File: src/rtl/mem_arbiter_if.sv
// Bus bundle between the fetch port, the data port and the shared single-port memory.
// The arbiter connects through the slave modport; the environment uses the master modport.
interface mem_arbiter_if #(
  parameter int WIDTH = 32,
  parameter int ADDR  = 10
);
  // fetch port
  logic             imem_req;
  logic [ADDR-1:0]  imem_addr;
  logic             imem_gnt;
  logic             imem_valid;
  logic [WIDTH-1:0] imem_rdata;

  // data port
  logic             dmem_req;
  logic [3:0]       dmem_wr_en;
  logic [ADDR-1:0]  dmem_addr;
  logic [WIDTH-1:0] dmem_wdata;
  logic             dmem_gnt;
  logic             dmem_valid;
  logic [WIDTH-1:0] dmem_rdata;

  // shared memory
  logic             mem_en;
  logic [3:0]       mem_we;
  logic [ADDR-1:0]  mem_addr;
  logic [WIDTH-1:0] mem_wdata;
  logic [WIDTH-1:0] mem_rdata;

  logic             busy;

  modport slave (
    input  imem_req, imem_addr,
    output imem_gnt, imem_valid, imem_rdata,
    input  dmem_req, dmem_wr_en, dmem_addr, dmem_wdata,
    output dmem_gnt, dmem_valid, dmem_rdata,
    output mem_en, mem_we, mem_addr, mem_wdata,
    input  mem_rdata,
    output busy
  );

  modport master (
    output imem_req, imem_addr,
    input  imem_gnt, imem_valid, imem_rdata,
    output dmem_req, dmem_wr_en, dmem_addr, dmem_wdata,
    input  dmem_gnt, dmem_valid, dmem_rdata,
    input  mem_en, mem_we, mem_addr, mem_wdata,
    output mem_rdata,
    input  busy
  );
endinterface

File: src/rtl/mem_arbiter.sv
// Shares one single-port memory between a fetch and a data requester: data has priority,
// but a fetch denied STARVE_MAX consecutive cycles is forced through. Responses arrive 1 cycle after grant.
module mem_arbiter #(
  parameter int WIDTH      = 32,
  parameter int ADDR       = 10,
  parameter int STARVE_MAX = 3
) (
  input  logic          clk,
  input  logic          reset,
  mem_arbiter_if.slave  bus
);

  typedef enum logic [1:0] {
    OWN_NONE = 2'd0,
    OWN_IMEM = 2'd1,
    OWN_DMEM = 2'd2
  } owner_t;

  localparam logic [3:0] STARVE_LIM = 4'(STARVE_MAX);

  owner_t     owner_reg, owner_next;
  logic [3:0] starve_cnt_reg, starve_cnt_next;
  logic       force_i;
  logic       imem_gnt, dmem_gnt;

  assign force_i = (starve_cnt_reg == STARVE_LIM);

  // Grant, memory strobe and owner/starvation next-state; grants are suppressed during reset.
  always_comb begin
    imem_gnt        = 1'b0;
    dmem_gnt        = 1'b0;
    bus.mem_en      = 1'b0;
    bus.mem_we      = 4'b0000;
    bus.mem_addr    = '0;
    bus.mem_wdata   = '0;
    owner_next      = OWN_NONE;
    starve_cnt_next = 4'd0;

    if (!reset) begin
      dmem_gnt = bus.dmem_req && !force_i;
      imem_gnt = bus.imem_req && (!bus.dmem_req || force_i);
    end

    if (dmem_gnt) begin
      bus.mem_en    = 1'b1;
      bus.mem_we    = bus.dmem_wr_en;
      bus.mem_addr  = bus.dmem_addr;
      bus.mem_wdata = bus.dmem_wdata;
      owner_next    = OWN_DMEM;
    end else if (imem_gnt) begin
      bus.mem_en    = 1'b1;
      bus.mem_addr  = bus.imem_addr;
      owner_next    = OWN_IMEM;
    end

    if (bus.imem_req && !imem_gnt) begin
      starve_cnt_next = force_i ? starve_cnt_reg : starve_cnt_reg + 4'd1;
    end
  end

  always_ff @(posedge clk) begin
    if (reset) begin
      owner_reg      <= OWN_NONE;
      starve_cnt_reg <= 4'd0;
    end else begin
      owner_reg      <= owner_next;
      starve_cnt_reg <= starve_cnt_next;
    end
  end

  assign bus.imem_gnt = imem_gnt;
  assign bus.dmem_gnt = dmem_gnt;
  assign bus.busy     = (owner_reg != OWN_NONE);

  // Index 0 is the fetch response channel, index 1 the data response channel.
  logic [1:0]       resp_valid;
  logic [WIDTH-1:0] resp_data [2];

  assign resp_valid[0] = (owner_reg == OWN_IMEM);
  assign resp_valid[1] = (owner_reg == OWN_DMEM);

  for (genvar gi = 0; gi < 2; gi++) begin : g_resp
    logic [WIDTH-1:0] hold_reg;

    // Remembers the last returned word so rdata stays put between responses.
    always_ff @(posedge clk) begin
      if (reset) begin
        hold_reg <= '0;
      end else if (resp_valid[gi]) begin
        hold_reg <= bus.mem_rdata;
      end
    end

    assign resp_data[gi] = resp_valid[gi] ? bus.mem_rdata : hold_reg;
  end

  assign bus.imem_valid = resp_valid[0];
  assign bus.imem_rdata = resp_data[0];
  assign bus.dmem_valid = resp_valid[1];
  assign bus.dmem_rdata = resp_data[1];

endmodule
File: src/flat_wrapper.sv
// flat-port wrapper written by rule: the top's interface ports become plain ports
module mem_arbiter_flat 
#(
  parameter int WIDTH      = 32,
  parameter int ADDR       = 10,
  parameter int STARVE_MAX = 3
)
  (clk, reset, bus_imem_req, bus_imem_addr, bus_imem_gnt, bus_imem_valid, bus_imem_rdata, bus_dmem_req, bus_dmem_wr_en, bus_dmem_addr, bus_dmem_wdata, bus_dmem_gnt, bus_dmem_valid, bus_dmem_rdata, bus_mem_en, bus_mem_we, bus_mem_addr, bus_mem_wdata, bus_mem_rdata, bus_busy);
  mem_arbiter_if #(.WIDTH(WIDTH), .ADDR(ADDR)) bus_i ();
  input  logic clk;
  input  logic reset;
  input wire logic [$bits(bus_i.imem_req)-1:0] bus_imem_req;
  input wire logic [$bits(bus_i.imem_addr)-1:0] bus_imem_addr;
  output wire logic [$bits(bus_i.imem_gnt)-1:0] bus_imem_gnt;
  output wire logic [$bits(bus_i.imem_valid)-1:0] bus_imem_valid;
  output wire logic [$bits(bus_i.imem_rdata)-1:0] bus_imem_rdata;
  input wire logic [$bits(bus_i.dmem_req)-1:0] bus_dmem_req;
  input wire logic [$bits(bus_i.dmem_wr_en)-1:0] bus_dmem_wr_en;
  input wire logic [$bits(bus_i.dmem_addr)-1:0] bus_dmem_addr;
  input wire logic [$bits(bus_i.dmem_wdata)-1:0] bus_dmem_wdata;
  output wire logic [$bits(bus_i.dmem_gnt)-1:0] bus_dmem_gnt;
  output wire logic [$bits(bus_i.dmem_valid)-1:0] bus_dmem_valid;
  output wire logic [$bits(bus_i.dmem_rdata)-1:0] bus_dmem_rdata;
  output wire logic [$bits(bus_i.mem_en)-1:0] bus_mem_en;
  output wire logic [$bits(bus_i.mem_we)-1:0] bus_mem_we;
  output wire logic [$bits(bus_i.mem_addr)-1:0] bus_mem_addr;
  output wire logic [$bits(bus_i.mem_wdata)-1:0] bus_mem_wdata;
  input wire logic [$bits(bus_i.mem_rdata)-1:0] bus_mem_rdata;
  output wire logic [$bits(bus_i.busy)-1:0] bus_busy;
  assign bus_i.imem_req = bus_imem_req;
  assign bus_i.imem_addr = bus_imem_addr;
  assign bus_imem_gnt = bus_i.imem_gnt;
  assign bus_imem_valid = bus_i.imem_valid;
  assign bus_imem_rdata = bus_i.imem_rdata;
  assign bus_i.dmem_req = bus_dmem_req;
  assign bus_i.dmem_wr_en = bus_dmem_wr_en;
  assign bus_i.dmem_addr = bus_dmem_addr;
  assign bus_i.dmem_wdata = bus_dmem_wdata;
  assign bus_dmem_gnt = bus_i.dmem_gnt;
  assign bus_dmem_valid = bus_i.dmem_valid;
  assign bus_dmem_rdata = bus_i.dmem_rdata;
  assign bus_mem_en = bus_i.mem_en;
  assign bus_mem_we = bus_i.mem_we;
  assign bus_mem_addr = bus_i.mem_addr;
  assign bus_mem_wdata = bus_i.mem_wdata;
  assign bus_i.mem_rdata = bus_mem_rdata;
  assign bus_busy = bus_i.busy;
  mem_arbiter #(.WIDTH(WIDTH), .ADDR(ADDR), .STARVE_MAX(STARVE_MAX)) u_core (.clk(clk), .reset(reset), .bus(bus_i));
endmodule
File: config.mk
export PLATFORM = sky130hd
export DESIGN_NAME = mem_arbiter_flat
export DESIGN_NICKNAME = d
export VERILOG_FILES = /design/src/rtl/mem_arbiter_if.sv /design/src/rtl/mem_arbiter.sv /design/src/flat_wrapper.sv
export SDC_FILE = /design/constraint.sdc
export NUM_CORES = 1
export LEC_CHECK = 0
export ABC_AREA = 0
export ABC_CLOCK_PERIOD_IN_PS = 2800
export CORE_ASPECT_RATIO = 1.2
export CORE_UTILIZATION = 36
export DETAILED_ROUTE_END_ITERATION = 10
export GPL_ROUTABILITY_DRIVEN = 0
export PLACE_DENSITY_LB_ADDON = 0.12
export SYNTH_ARGS = -nofsm -noshare
export SYNTH_HDL_FRONTEND = slang
export SYNTH_SLANG_ARGS = --single-unit
export TNS_END_PERCENT = 50
File: constraint.sdc
create_clock -name clk -period 2.8 [get_ports clk]
set_clock_uncertainty 0.2 [all_clocks]
set_input_delay 0.56 -clock clk [delete_from_list [all_inputs] [get_ports clk]]
set_output_delay 0.56 -clock clk [all_outputs]
set_load 0.005 [all_outputs]
==> run_results.csv <==
group,metric,value,unit
synthesis,synth_area_leaders,"dfxtp_1 (44%), mux2_2 (23%), nor2b_1 (13%)",
synthesis,yosysWarnings,0,
setup_path,crit_family,"simple AND/OR/NAND/NOR gates",
clock_tree,clockRootBuffer,"clkbuf_8",
status,violations,"negative setup slack",
die,dieArea,9188,sq um
die,chipWidth,87.67,um
setup_path,arrival,2.04,ns
synthesis,synth_edf_count,0,
placement,hpwl,7460,um
die,rows,37,
synthesis,synth_top_area_cell,"dfxtp_1",
power_and_ir_drop,p_int,0.002026,W
timing,hold_viol_final,0,
setup_path,crit_buf_inv,3,
synthesis,async_flop_share,0,%
clock_tree,clkTransAtPathRegs,0.07,ns
clock_tree,clockBufferDepth,2,
status,outcome,"complete, but fails checks",
timing,period_minus_slack,2.802,ns
power_and_ir_drop,swShare,21.84,%
power_and_ir_drop,seqPwrFrac,40.2,%
timing,fin_ws,-0.002235,ns
drt,first_pass_iters,4,
global_route,antenna_found_initial,2,
cells_and_area,seqCellArea,1404,sq um
placement,dpl.cell_count,604,
die,top_level_ports,208,
setup_path,path_common_cell,"buf_6",
power_and_ir_drop,ir_drop,406.4,uV
synthesis,syn_inst,288,
drt,route.vias.total,2839,
global_route,grt_usage,21.44,%
setup_path,worstSetupPathType,"reg2out",
power_and_ir_drop,p_clk_share,38.4,%
synthesis,synth_ff_type,"dfxtp_1",
synthesis,synth.avg_cell_area,11.01,sq um
drt,wirelength,10120,um
synthesis,synth_common_cells,"dfxtp_1 (70), nor2b_1 (65), mux2_2 (64)",
timing,worst_pin_slew,0.4022,ns
setup_path,worstPathRequired,2.04,ns
min_path,hold_class,"reg2reg",
setup_path,worst-path-max-fanout,6,
synthesis,synth_cell_types,24,
synthesis,yosysSeqAreaShare,44.20,%
timing,slew_viol_final,0,
power_and_ir_drop,power.density,456.0,nW/um^2
global_route,grt_pass1_wl,14680,um
synthesis,synth_seq_cells,70,
cells_and_area,multiInputGateArea,1669,sq um
placement,port_buffers,207,
drt,wl_per_cell,16.10,um
clock_tree,postCtsHoldBufs,0,
setup_path,cp-end-kind,"primary output",
die,core_area,8564,sq um
timing,rsz0062_at_grt,"true",
clock_tree,cts_sinks,70,
clock_tree,h-tree-depth,3,
power_and_ir_drop,comb_power_share,21.4,%
cells_and_area,fill_cells,695,
drt,ant_nets,0,
clock_tree,cts_tree,"yes",
timing,max_freq,0.3569,GHz
timing,post-route-period-util,100.1,%
global_route,grt_max_degree,40,
cells_and_area,largest_reg_flops,64,
die,start_util,37.02,%
power_and_ir_drop,power_leakage,2.423,nW
timing,setup_viol,1,
cells_and_area,area_growth,79.28,%
setup_path,slowest_stage,"or3b_4",
global_route,grt_pass1_vias,2826,
cells_and_area,final_cells,629,
synthesis,yosysMostFrequentCell,"dfxtp_1",
cells_and_area,drive_above_1_share,35.81,%
synthesis,synth_top_area_share,44.20,%
cells_and_area,fin_nets,600,
setup_path,crit_path_max_incr_delay,0.40,ns
cells_and_area,utilization,66.37,%
timing,max-slew-margin-rel,73.19,%
drt,drtIter0Drc,55,
clock_tree,clk_latency,0.33,ns
flow_run,drv_cap,0,
drt,drc,0,
power_and_ir_drop,p_switching,0.0005660,W
clock_tree,cts_buffers,9,
drt,via_per_inst,4.514,
die,fp.dieH,104.8,um
setup_path,crit_path_start_kind,"flip-flop",
global_route,grt_overflow_total,0,
setup_path,crit_chain,"ha_4 > or3b_4 > and3b_4 > buf_6 > buf_6 > and2_1 > buf_2",
synthesis,synth.net_count,381,
synthesis,synth_area,3171,sq um
[cells by family (layout without fill, tap and decap cells)]
| group | after synthesis | in the layout | share of synthesized area [%] |
|---|---|---|---|
| XOR/XNOR | 1 | 1 | 0.2763 |
| buffers and inverters | 23 | 246 | 4.025 |
| multiplexers | 64 | 64 | 22.73 |
| flip-flops | 70 | 70 | 44.20 |
| AO/OA/AOI/OAI | 14 | 14 | 3.473 |
| AND/OR/NAND/NOR | 115 | 115 | 24.90 |
| adder cells (fa/ha/maj) | 1 | 1 | 0.3946 |
| other | 0 | 1 | 0 |
[cell usage in the layout, fill, tap and decap left out, types with 2 or more instances in the layout]
cell	Yosys	final
bufinv_16	0	3
nor2b_1	65	64
buf_2	9	8
buf_6	4	15
and2_1	10	8
dfxtp_1	70	68
inv_1	2	2
a21oi_1	3	3
clkdlybuf4s50_1	0	157
nor3_1	3	3
buf_16	0	2
nand2b_1	3	2
a22o_1	10	10
dfxtp_2	0	2
dlygate4sd2_1	0	2
buf_4	0	10
buf_12	0	3
and2_4	26	28
clkbuf_8	0	10
clkbuf_16	0	2
clkbuf_2	0	27
mux2_2	64	64
[area by class of cell]
type	instances	area share, %
antenna	1	0.04402
clock buffer	10	2.421
clock inverter	5	1.871
inverter	2	0.1321
multi-input combinational	195	29.36
sequential	70	24.70
tap	117	2.575
timing repair buffer	229	38.90
[what timing repair did]
| action | in CTS | in global routing |
|---|---|---|
| pin swaps | 1 | 10 |
| gates resized for setup | 103 | 73 |
| gates cloned | 2 | 2 |
| setup buffers | 5 | 0 |
| setup endpoints to repair | 48 | 76 |
[worst register-to-register path, stage by stage, from the launching register on]
cell and delay, ns:
dfxtp_1 0.37, nor2b_4 0.23, buf_6 0.23, mux2_2 0.37
nor2b_1 0.13
[per-stage QoR]
| stage | setup slack (ns) | instance area, sq um | hold slack, ns | total power (W) | setup TNS (ns) |
|---|---|---|---|---|---|
| floorplan | 0.5525 | 3171 | 0.2315 | 0.001261 | 0 |
| global placement | -0.1894 | 5409 | 0.2395 | 0.001613 | -4.371 |
| detailed placement | -0.1963 | 5409 | 0.2626 | 0.001618 | -5.153 |
| CTS | -0.09921 | 5713 | 0.3135 | 0.002612 | -1.021 |
| global route | -0.05926 | 5682 | 0.3427 | 0.002707 | -0.5721 |
| finish | -0.002235 | 5684 | 0.3203 | 0.002592 | -0.002235 |
[path summary, 6_finish.rpt]
path                                         startpoint                                       to  cells after the start  slack (ns)
setup / recovery  u_core.starve_cnt_reg[1]$_SDFFE_PP0N_                            bus_mem_we[0]                      7      -0.002
setup reg to reg         u_core.owner_reg[0]$_SDFF_PP0_  u_core.g_resp[0].hold_reg[6]$_SDFF_PP0_                      4        1.16
hold reg to reg   u_core.starve_cnt_reg[2]$_SDFFE_PP0N_    u_core.starve_cnt_reg[2]$_SDFFE_PP0N_                      2        0.32
hold / removal    u_core.starve_cnt_reg[2]$_SDFFE_PP0N_    u_core.starve_cnt_reg[2]$_SDFFE_PP0N_                      2        0.32
[metal layers]
metal	up-vias	global-route usage [%]	share of wire (%)
met4	2	6.557	1.6
met2	122	39.84	52
met3	14	8.373	9.0
met1	1312	21.35	37
met5	-	0	0.13
li1	1389	-	-
[power by group through the flow]
stage	clock network, W	registers, W	logic (W)
floorplan	0	0.00106	0.000199
global placement	0	0.00106	0.000548
detailed placement	0	0.00107	0.000552
CTS	0.00102	0.00104	0.000552
global route	0.00107	0.00105	0.000591
finish	0.000994	0.00104	0.000555
Power figures use the tool's default switching activity.
